File: src/rtl/mem_bus_arbiter_pkg.sv
`default_nettype none
// ============================================================================
// Module   : mem_arb_pkg
// Brief    : Shared types, arbitration-mode constants and index-width helper.
// Revision : 1.0
// ============================================================================
package mem_arb_pkg;

   typedef enum logic [1:0] {
      IDLE = 2'd0,
      WAIT = 2'd1,
      RESP = 2'd2
   } state_t;

   localparam int ARB_FIXED = 0;
   localparam int ARB_RR    = 1;

   // Smallest w with 2**w >= value.
   function automatic int clog2(input int value);
      int w;
      w = 0;
      for (int i = 0; i < 31; i++) begin
         if ((1 << i) < value) w = i + 1;
      end
      return w;
   endfunction

endpackage
`default_nettype wire

File: src/rtl/mem_bus_arbiter_if.sv
`default_nettype none
// ============================================================================
// Module   : mem_bus_arbiter_if
// Brief    : Requester-side and memory-side signals of the shared bus arbiter.
// Revision : 1.0
// ============================================================================
interface mem_bus_arbiter_if #(
   parameter int NUM_REQ = 3,
   parameter int ADR_W   = 32,
   parameter int DATA_W  = 32
);
   logic [NUM_REQ-1:0]        req_valid;
   logic [NUM_REQ-1:0]        req_we;
   logic [NUM_REQ-1:0]        req_w;
   logic [NUM_REQ-1:0]        req_hw;
   logic [NUM_REQ*ADR_W-1:0]  req_adr;
   logic [NUM_REQ*DATA_W-1:0] req_wdata;
   logic [NUM_REQ-1:0]        req_grant;
   logic [NUM_REQ-1:0]        rsp_done;
   logic [NUM_REQ-1:0]        rsp_err;
   logic [DATA_W-1:0]         rsp_rdata;
   logic                      busy;
   logic                      mem_read_req;
   logic                      mem_read_w;
   logic                      mem_read_hw;
   logic [ADR_W-1:0]          mem_read_adr;
   logic                      mem_read_valid;
   logic [DATA_W-1:0]         mem_read_data;
   logic                      mem_write_req;
   logic                      mem_write_w;
   logic                      mem_write_hw;
   logic [ADR_W-1:0]          mem_write_adr;
   logic [DATA_W-1:0]         mem_write_data;
   logic                      mem_write_finish;

   // Arbiter view
   modport master (
      input  req_valid, req_we, req_w, req_hw, req_adr, req_wdata,
      input  mem_read_valid, mem_read_data, mem_write_finish,
      output req_grant, rsp_done, rsp_err, rsp_rdata, busy,
      output mem_read_req, mem_read_w, mem_read_hw, mem_read_adr,
      output mem_write_req, mem_write_w, mem_write_hw, mem_write_adr, mem_write_data
   );

   // Requesters plus memory fabric view
   modport slave (
      output req_valid, req_we, req_w, req_hw, req_adr, req_wdata,
      output mem_read_valid, mem_read_data, mem_write_finish,
      input  req_grant, rsp_done, rsp_err, rsp_rdata, busy,
      input  mem_read_req, mem_read_w, mem_read_hw, mem_read_adr,
      input  mem_write_req, mem_write_w, mem_write_hw, mem_write_adr, mem_write_data
   );

endinterface
`default_nettype wire

File: src/rtl/mem_bus_arbiter_picker.sv
`default_nettype none
// ============================================================================
// Module   : arb_picker
// Brief    : Combinational winner select, fixed priority or round-robin.
// Revision : 1.0
// ============================================================================
module arb_picker
   import mem_arb_pkg::*;
#(
   parameter int NUM_REQ  = 3,
   parameter int ARB_MODE = ARB_FIXED,
   parameter int IDX_W    = 2
) (
   input  wire logic [NUM_REQ-1:0] i_req,
   input  wire logic [IDX_W-1:0]   i_ptr,
   output logic      [NUM_REQ-1:0] o_grant,
   output logic      [IDX_W-1:0]   o_idx,
   output logic                    o_any
);

   // Search starts at 0 in fixed mode, or just past the last winner in RR mode.
   always_comb begin
      int start;
      int j;
      o_grant = '0;
      o_idx   = '0;
      o_any   = 1'b0;
      start   = (ARB_MODE == ARB_RR) ? int'(i_ptr) + 1 : 0;
      j       = 0;
      for (int k = 0; k < NUM_REQ; k++) begin
         j = (start + k) % NUM_REQ;
         if (!o_any && i_req[j]) begin
            o_any      = 1'b1;
            o_idx      = IDX_W'(j);
            o_grant[j] = 1'b1;
         end
      end
   end

endmodule
`default_nettype wire

File: src/rtl/mem_bus_arbiter.sv
`default_nettype none
// ============================================================================
// Module   : mem_bus_arbiter
// Brief    : N-requester single-outstanding arbiter for the shared memory bus.
// Revision : 1.0
// ============================================================================
module mem_bus_arbiter
   import mem_arb_pkg::*;
#(
   parameter int NUM_REQ  = 3,
   parameter int ADR_W    = 32,
   parameter int DATA_W   = 32,
   parameter int ARB_MODE = ARB_FIXED,
   parameter int TIMEOUT  = 255
) (
   input wire logic          clk,
   input wire logic          rst,
   mem_bus_arbiter_if.master bus
);

   localparam int C_IDX_W = (NUM_REQ > 1) ? clog2(NUM_REQ) : 1;
   localparam int C_CNT_W = (TIMEOUT > 0) ? clog2(TIMEOUT + 1) : 1;

   state_t              r_state;
   logic [C_IDX_W-1:0]  r_ptr;
   logic [NUM_REQ-1:0]  r_owner;
   logic                r_we;
   logic                r_w;
   logic                r_hw;
   logic [ADR_W-1:0]    r_adr;
   logic [DATA_W-1:0]   r_wdata;
   logic [NUM_REQ-1:0]  r_grant;
   logic [NUM_REQ-1:0]  r_done;
   logic [NUM_REQ-1:0]  r_err;
   logic [DATA_W-1:0]   r_rdata;
   logic [C_CNT_W-1:0]  r_cnt;
   logic                r_rd_req;
   logic                r_wr_req;

   logic [NUM_REQ-1:0]  w_grant;
   logic [C_IDX_W-1:0]  w_idx;
   logic                w_any;
   logic                w_strobe;
   logic [C_CNT_W-1:0]  w_cnt_nxt;
   logic                w_timeout;

   arb_picker #(
      .NUM_REQ  (NUM_REQ),
      .ARB_MODE (ARB_MODE),
      .IDX_W    (C_IDX_W)
   ) u_picker (
      .i_req   (bus.req_valid),
      .i_ptr   (r_ptr),
      .o_grant (w_grant),
      .o_idx   (w_idx),
      .o_any   (w_any)
   );

   // Only the strobe matching the latched direction can complete the transfer.
   assign w_strobe  = r_we ? bus.mem_write_finish : bus.mem_read_valid;
   assign w_cnt_nxt = r_cnt + 1'b1;
   assign w_timeout = (TIMEOUT != 0) && (w_cnt_nxt == C_CNT_W'(TIMEOUT));

   always_ff @(posedge clk) begin
      if (rst) begin
         r_state  <= IDLE;
         r_ptr    <= C_IDX_W'(NUM_REQ - 1);
         r_owner  <= '0;
         r_we     <= 1'b0;
         r_w      <= 1'b0;
         r_hw     <= 1'b0;
         r_adr    <= '0;
         r_wdata  <= '0;
         r_grant  <= '0;
         r_done   <= '0;
         r_err    <= '0;
         r_rdata  <= '0;
         r_cnt    <= '0;
         r_rd_req <= 1'b0;
         r_wr_req <= 1'b0;
      end else begin
         case (r_state)
            IDLE: begin
               r_done <= '0;
               r_err  <= '0;
               if (w_any) begin
                  r_state  <= WAIT;
                  r_grant  <= w_grant;
                  r_owner  <= w_grant;
                  r_ptr    <= w_idx;
                  r_we     <= bus.req_we[w_idx];
                  r_w      <= bus.req_w[w_idx];
                  r_hw     <= bus.req_hw[w_idx];
                  r_adr    <= bus.req_adr[int'(w_idx)*ADR_W +: ADR_W];
                  r_wdata  <= bus.req_wdata[int'(w_idx)*DATA_W +: DATA_W];
                  r_rd_req <= ~bus.req_we[w_idx];
                  r_wr_req <= bus.req_we[w_idx];
                  r_cnt    <= '0;
               end
            end
            WAIT: begin
               r_grant <= '0;
               r_cnt   <= w_cnt_nxt;
               // A completion coinciding with the timeout wins: no error.
               if (w_strobe) begin
                  r_state  <= RESP;
                  r_done   <= r_owner;
                  r_rdata  <= r_we ? '0 : bus.mem_read_data;
                  r_rd_req <= 1'b0;
                  r_wr_req <= 1'b0;
               end else if (w_timeout) begin
                  r_state  <= RESP;
                  r_done   <= r_owner;
                  r_err    <= r_owner;
                  r_rdata  <= '0;
                  r_rd_req <= 1'b0;
                  r_wr_req <= 1'b0;
               end
            end
            RESP: begin
               r_state <= IDLE;
               r_done  <= '0;
               r_err   <= '0;
               r_rdata <= '0;
               r_cnt   <= '0;
            end
            default: r_state <= IDLE;
         endcase
      end
   end

   assign bus.req_grant      = r_grant;
   assign bus.rsp_done       = r_done;
   assign bus.rsp_err        = r_err;
   assign bus.rsp_rdata      = r_rdata;
   assign bus.busy           = (r_state != IDLE);
   assign bus.mem_read_req   = r_rd_req;
   assign bus.mem_read_w     = r_w;
   assign bus.mem_read_hw    = r_hw;
   assign bus.mem_read_adr   = r_adr;
   assign bus.mem_write_req  = r_wr_req;
   assign bus.mem_write_w    = r_w;
   assign bus.mem_write_hw   = r_hw;
   assign bus.mem_write_adr  = r_adr;
   assign bus.mem_write_data = r_wdata;

endmodule
`default_nettype wire

File: src/flat_wrapper.sv
// flat-port wrapper written by rule: the top's interface ports become plain ports
module mem_bus_arbiter_flat import mem_arb_pkg::*;
#(
   parameter int NUM_REQ  = 3,
   parameter int ADR_W    = 32,
   parameter int DATA_W   = 32,
   parameter int ARB_MODE = ARB_FIXED,
   parameter int TIMEOUT  = 255
)
  (clk, rst, bus_req_valid, bus_req_we, bus_req_w, bus_req_hw, bus_req_adr, bus_req_wdata, bus_mem_read_valid, bus_mem_read_data, bus_mem_write_finish, bus_req_grant, bus_rsp_done, bus_rsp_err, bus_rsp_rdata, bus_busy, bus_mem_read_req, bus_mem_read_w, bus_mem_read_hw, bus_mem_read_adr, bus_mem_write_req, bus_mem_write_w, bus_mem_write_hw, bus_mem_write_adr, bus_mem_write_data);
  mem_bus_arbiter_if #(.NUM_REQ(NUM_REQ), .ADR_W(ADR_W), .DATA_W(DATA_W)) bus_i ();
  input wire logic clk;
  input wire logic rst;
  input wire logic [$bits(bus_i.req_valid)-1:0] bus_req_valid;
  input wire logic [$bits(bus_i.req_we)-1:0] bus_req_we;
  input wire logic [$bits(bus_i.req_w)-1:0] bus_req_w;
  input wire logic [$bits(bus_i.req_hw)-1:0] bus_req_hw;
  input wire logic [$bits(bus_i.req_adr)-1:0] bus_req_adr;
  input wire logic [$bits(bus_i.req_wdata)-1:0] bus_req_wdata;
  input wire logic [$bits(bus_i.mem_read_valid)-1:0] bus_mem_read_valid;
  input wire logic [$bits(bus_i.mem_read_data)-1:0] bus_mem_read_data;
  input wire logic [$bits(bus_i.mem_write_finish)-1:0] bus_mem_write_finish;
  output wire logic [$bits(bus_i.req_grant)-1:0] bus_req_grant;
  output wire logic [$bits(bus_i.rsp_done)-1:0] bus_rsp_done;
  output wire logic [$bits(bus_i.rsp_err)-1:0] bus_rsp_err;
  output wire logic [$bits(bus_i.rsp_rdata)-1:0] bus_rsp_rdata;
  output wire logic [$bits(bus_i.busy)-1:0] bus_busy;
  output wire logic [$bits(bus_i.mem_read_req)-1:0] bus_mem_read_req;
  output wire logic [$bits(bus_i.mem_read_w)-1:0] bus_mem_read_w;
  output wire logic [$bits(bus_i.mem_read_hw)-1:0] bus_mem_read_hw;
  output wire logic [$bits(bus_i.mem_read_adr)-1:0] bus_mem_read_adr;
  output wire logic [$bits(bus_i.mem_write_req)-1:0] bus_mem_write_req;
  output wire logic [$bits(bus_i.mem_write_w)-1:0] bus_mem_write_w;
  output wire logic [$bits(bus_i.mem_write_hw)-1:0] bus_mem_write_hw;
  output wire logic [$bits(bus_i.mem_write_adr)-1:0] bus_mem_write_adr;
  output wire logic [$bits(bus_i.mem_write_data)-1:0] bus_mem_write_data;
  assign bus_i.req_valid = bus_req_valid;
  assign bus_i.req_we = bus_req_we;
  assign bus_i.req_w = bus_req_w;
  assign bus_i.req_hw = bus_req_hw;
  assign bus_i.req_adr = bus_req_adr;
  assign bus_i.req_wdata = bus_req_wdata;
  assign bus_i.mem_read_valid = bus_mem_read_valid;
  assign bus_i.mem_read_data = bus_mem_read_data;
  assign bus_i.mem_write_finish = bus_mem_write_finish;
  assign bus_req_grant = bus_i.req_grant;
  assign bus_rsp_done = bus_i.rsp_done;
  assign bus_rsp_err = bus_i.rsp_err;
  assign bus_rsp_rdata = bus_i.rsp_rdata;
  assign bus_busy = bus_i.busy;
  assign bus_mem_read_req = bus_i.mem_read_req;
  assign bus_mem_read_w = bus_i.mem_read_w;
  assign bus_mem_read_hw = bus_i.mem_read_hw;
  assign bus_mem_read_adr = bus_i.mem_read_adr;
  assign bus_mem_write_req = bus_i.mem_write_req;
  assign bus_mem_write_w = bus_i.mem_write_w;
  assign bus_mem_write_hw = bus_i.mem_write_hw;
  assign bus_mem_write_adr = bus_i.mem_write_adr;
  assign bus_mem_write_data = bus_i.mem_write_data;
  mem_bus_arbiter #(.NUM_REQ(NUM_REQ), .ADR_W(ADR_W), .DATA_W(DATA_W), .ARB_MODE(ARB_MODE), .TIMEOUT(TIMEOUT)) u_core (.clk(clk), .rst(rst), .bus(bus_i));
endmodule
File: config.mk
export PLATFORM = sky130hd
export DESIGN_NAME = mem_bus_arbiter_flat
export DESIGN_NICKNAME = d
export VERILOG_FILES = /design/src/rtl/mem_bus_arbiter_pkg.sv /design/src/rtl/mem_bus_arbiter_if.sv /design/src/rtl/mem_bus_arbiter_picker.sv /design/src/rtl/mem_bus_arbiter.sv /design/src/flat_wrapper.sv
export SDC_FILE = /design/constraint.sdc
export NUM_CORES = 1
export LEC_CHECK = 0
export ABC_AREA = 1
export BUFFER_PORTS_ARGS = -buffer_cell sky130_fd_sc_hd__buf_2
export CAP_MARGIN = 15
export CORE_AREA = 2 2 151 153
export CTS_CLUSTER_DIAMETER = 80
export DETAILED_ROUTE_END_ITERATION = 8
export DIE_AREA = 0 0 153 155
export MAX_ROUTING_LAYER = met4
export PLACE_DENSITY = 0.56
export SYNTH_ARGS = -nofsm -noshare
export SYNTH_HDL_FRONTEND = slang
export SYNTH_HIERARCHICAL = 1
export SYNTH_SLANG_ARGS = --single-unit
File: constraint.sdc
create_clock -name clk -period 5.8 [get_ports clk]
set_clock_uncertainty 0.15 [all_clocks]
set_input_delay 0.58 -clock clk [delete_from_list [all_inputs] [get_ports clk]]
set_output_delay 0.58 -clock clk [all_outputs]
set_load 0.05 [all_outputs]
* Word level (Yosys, flattened, before mapping)
Index checks and enable logic that the tools add are counted.
** Storage, ports and cells
- Bits in writable memories :: 0
- Bits in read-only memories :: 0
- Input bits :: 240
- Bits in registers :: 123
- Memories kept :: 0
- Bits in latches :: 0
- Logic and storage cells :: 82
- Output and inout bits :: 144
** Operators by class
- Magnitude comparators :: 1
- Eq/ne operators :: 7
- Muxes and demuxes :: 37
- Shift-type cells :: 2
- Div/mod/pow operators :: 0
- Reductions and logical operators :: 19
- Add/sub/neg operators :: 1
- Bitwise gates (word level) :: 1
- Multiply operators :: 0
** Operator list (number)
- indexed part select 96 x 8 -> 32 bit :: 2
- 2-to-1 mux 32 bit :: 3
- case mux 32 bit (2 select lines) :: 1
- case mux 8 bit (3 select lines) :: 1
- case mux 3 bit (2 select lines) :: 3
- 2-to-1 mux 1 bit :: 14
- 2-to-1 mux 3 bit :: 4
- AND reduction 2 bit :: 6
- adder 8 x 1 -> 8 bit (second input constant) :: 1
- equality test 8 bit (second input constant) :: 1
- 2-to-1 mux 2 bit :: 4
- 2-to-1 mux 8 bit :: 1
- nonzero test 2 bit :: 4
- binary-select mux 1 bit (select 2 bit) :: 3
- AND reduction 3 bit :: 2
- != test 2 bit (second input constant) :: 2
- case mux 1 bit (2 select lines) :: 2
- case mux 2 bit (2 select lines) :: 1
- less-than comparator 2 x 3 -> 1 bit (second input constant) :: 1
- != test 3 x 1 -> 1 bit (second input constant) :: 1
- nonzero test 3 bit :: 1
- equality test 2 x 1 -> 1 bit (second input constant) :: 1
- equality test 2 bit (second input constant) :: 1
- logical AND 1 bit :: 2
- other kinds (5) :: 6

* Longest topological paths before layout
- Word-level depth :: 12
- Gate-level depth with buffers :: 14
- Depth with buffers taken out :: 13

* Hierarchy
The synthesis kept the hierarchy.
** By module, submodules not included
- mem_bus_arbiter :: times used 1, sequential area each 2502.4 um^2, area an instance 6433.7 um^2, cells an instance 967
- arb_picker :: times used 1, sequential area each 0.0 um^2, area an instance 55.1 um^2, cells an instance 10

* Worst setup path after synthesis
No wires, ideal clock.
- Kind :: register to register
- Start point :: register u_core.r_state[0]
- End point :: register u_core.r_cnt[1]
- Data arrival time :: 1.931 ns
- Data required time :: 5.580 ns
- Clock period less this slack :: 2.151 ns
- Setup time :: 0.070 ns
- Buffers on the path :: 0
- Cell stages (with the launch flop) :: 9
- Path slack :: 3.649 ns
- Cells stage by stage :: dfxtp_1 -> inv_1 -> ha_1 -> inv_1 -> a21oi_2 -> nor2_1 -> inv_1 -> or2_2 -> a21oi_1
** On the way
- Longest elaborated chain between the ends :: 3
- Elaborated cells between the ends (all ways) :: 7
- Classes of those cells :: eq/ne (3); mux (1); reduce/logical (3)
** Ends and longest elaborated chain
- from (decl) :: line mem_bus_arbiter.sv:24 : state_t r_state;
- from (signal assigned) :: line mem_bus_arbiter.sv:66 : r_state <= IDLE;
- from (signal assigned) :: line mem_bus_arbiter.sv:87 : r_state <= WAIT;
- from (signal assigned) :: line mem_bus_arbiter.sv:106 : r_state <= RESP;
- equality test 2 bit, or another cell as far along :: line mem_bus_arbiter.sv:82 : case (r_state)
- nonzero test 3 bit (no line) / != test 2 bit (equally long branches)
- AND reduction 2 bit (no line)
- to (signal assigned) :: line mem_bus_arbiter.sv:103 : r_cnt <= w_cnt_nxt;
- to (decl) :: line mem_bus_arbiter.sv:36 : logic [C_CNT_W-1:0] r_cnt;
Several ways; a longest one is shown, not always the timed one.
A chain may end at the register's enable or synchronous reset.

* Final worst setup path
Ends and elaborated chain as after synthesis.

==> impl_metrics.csv <==
group,metric,value,unit
critical_path,cp-end-kind,"flip-flop",
die,initial_core_util,0.2892,
sta,max_freq,329.8,MHz
cts,hold_buffers,0,
placement,place_hpwl,16.66,mm
critical_path,worst-endpoint-required,5990,ps
die,die_h,155,µm
die,io_pins,384,
critical_path,crit_chain,"inv_1 -> ha_1 -> a21oi_2 -> nor2_1 -> inv_1 -> or2_2 -> a21oi_1",
power,ir_worst_vdd,0.1807,mV
outcome,outcome,"finished, final reports clean",
cts,clock_sinks,123,
placement,place_congestion,0.8977,
critical_path,startpoint_type,"flip-flop",
layout,finalNetCount,1522,
route,drtPass1Iterations,5,
cts,cts-root-buf,"clkbuf_16",
critical_path,slowest_delay,1020,ps
route,drt_wl_total,23.09,mm
route,vias_per_cell,4.690,
critical_path,path_max_fanout,28,
grt,grt_pass1_wl,35.58,mm
grt,antenna_found_initial,2,
min_path,hp-class,"primary input to flip-flop",
layout,drive_above_1_share,0.3576,
layout,final_common_cell,"buf_2",
die,rows,55,
grt,gr-total-overflow,0,
route,drt.antenna.violating_nets,0,
sta,worst_pin_slew,1098,ps
cts,cts_buffer_depth,2,
sta,setup_viol,0,
critical_path,cp_top_family,"adder cells",
layout,final_cell_mix,"383 x buf_2, 206 x nor2_1, 186 x nand2_1, 134 x o21ai_0, 123 x dfxtp_1",
synth,synth.avg_cell_area,6.619,µm²
flow_run,max_cap_viol_count,0,
synth,postSynthCellCount,971,
grt,grt_pass1_vias,6860,
sta,tns,0,ps
sta,fin_crit,3032,ps
sta,slew_violations,0,
power,power_density,449.9,nW/µm²
power,total_power,0.003992,W
critical_path,worstPathArrival,3220,ps
cts,clock_latency,410,ps
placement,post_dp_cell_area,8209,µm²
layout,final_util,0.3992,
grt,grt_max_degree,75,
layout,fin_area,8872,µm²
synth,synth_nets,1217,
die,core_area,22230,µm²
critical_path,slowest_stage,"ha_1",
sta,rsz0062_at_grt,"false",
sta,hold_viol_final,0,
critical_path,worst-path-buf-inv,2,
critical_path,path_class,"flip-flop to flip-flop",
cts,cts_resized,0,
synth,syn_area,6427,µm²
sta,fin_ws,2768,ps
placement,port_buffers,383,
route,drc,0,
placement,pre_cts_ws,2722,ps
critical_path,path_common_cell,"inv_1",
route,drt-initial-drc-count,424,
route,vias,7391,
die,dieArea,23720,µm²
cts,htreeDepth,4,
cts,cts_tree,"yes",
route,post_drt_wl_per_cell,14.65,µm
power,power_leakage,4.296,nW
layout,n_fill_cell,2445,
sta,relSlewSlack,0.2677,
cts,numCtsBuffers,17,
synth,yosys_warnings,6,
die,die_x,153,µm
cts,postCtsSetupBuffers,0,
layout,area_growth,38.04,%
cts,clk_pin_slew,60,ps
grt,grt_usage,0.1925,
sta,fin_crit_sh,0.5227,
-- flip-flops by register name (all words and copies together), names as in the netlist, 2 cells and up --
register / count
u_core/bus.rsp_rdata: 32
u_core/bus.rsp_err: 3
u_core/bus.mem_write_data: 32
u_core/bus.mem_read_adr: 32
u_core/r_state: 2
u_core/r_cnt: 8
u_core/bus.req_grant: 3
u_core/bus.rsp_done: 3
u_core/r_owner: 3
-- metrics by stage --
| step | std cells | hold slack (ps) |
|---|---|---|
| 2_1_floorplan | 971 | 307.6 |
| 3_3_place_gp | 1542 | 295.1 |
| 3_5_place_dp | 1542 | 301.9 |
| 4_1_cts | 1574 | 251.8 |
| 5_1_grt | 1576 | 259.2 |
| 6_report | 1576 | 272.6 |
-- final cells by class --
| class | count | area, µm² | area share |
|---|---|---|---|
| clock buffers | 19 | 442.9 | 0.04992 |
| inverters | 41 | 161.4 | 0.01819 |
| clock inverters | 13 | 215.2 | 0.02426 |
| repair buffers | 390 | 1969 | 0.2220 |
| multi-input cells | 703 | 3259 | 0.3674 |
| well taps | 285 | 356.6 | 0.04019 |
| diodes | 2 | 5.005 | 0.0005641 |
| flip-flops and latches | 123 | 2462 | 0.2775 |
-- per-layer routing --
| layer | vias up | global-route usage | share of wire |
|---|---|---|---|
| met4 | 0 | 0.05820 | 0.014 |
| li1 | 3756 | - | - |
| met3 | 25 | 0.03816 | 0.060 |
| met1 | 3306 | 0.2328 | 0.43 |
| met2 | 304 | 0.3259 | 0.49 |
| met5 | - | - | 0 |
-- worst paths after layout --
check	startpoint	end	slack [ps]	cells past startpoint
hold reg to reg	u_core/bus.req_grant[1]$_SDFFE_PP0P_	u_core/bus.req_grant[1]$_SDFFE_PP0P_	310	2
setup / recovery	u_core/r_state[0]$_SDFFE_PP0P_	u_core/r_cnt[1]$_SDFFE_PP0P_	2770	7
hold / removal	bus_req_adr[67]	u_core/bus.mem_read_adr[3]$_SDFFE_PP0P_	270	3
setup reg to reg	u_core/r_state[0]$_SDFFE_PP0P_	u_core/r_cnt[1]$_SDFFE_PP0P_	2770	7
-- tightest hold or removal path: cells and delay by family --
| family | cells | cell delay [ps] |
|---|---|---|
| buffers and inverters | 1 | 90 |
| AO/OA/AOI/OAI | 1 | 70 |
| AND/OR/NAND/NOR | 1 | 50 |
-- power by group --
group	total [W]	switching [W]	internal (W)
combinational	0.00167	0.00128	0.000386
clock	0.00119	0.000417	0.000778
sequential	0.00113	0.000110	0.00102
total	0.00399	0.00181	0.00219
(Power assumes the default switching activity.)
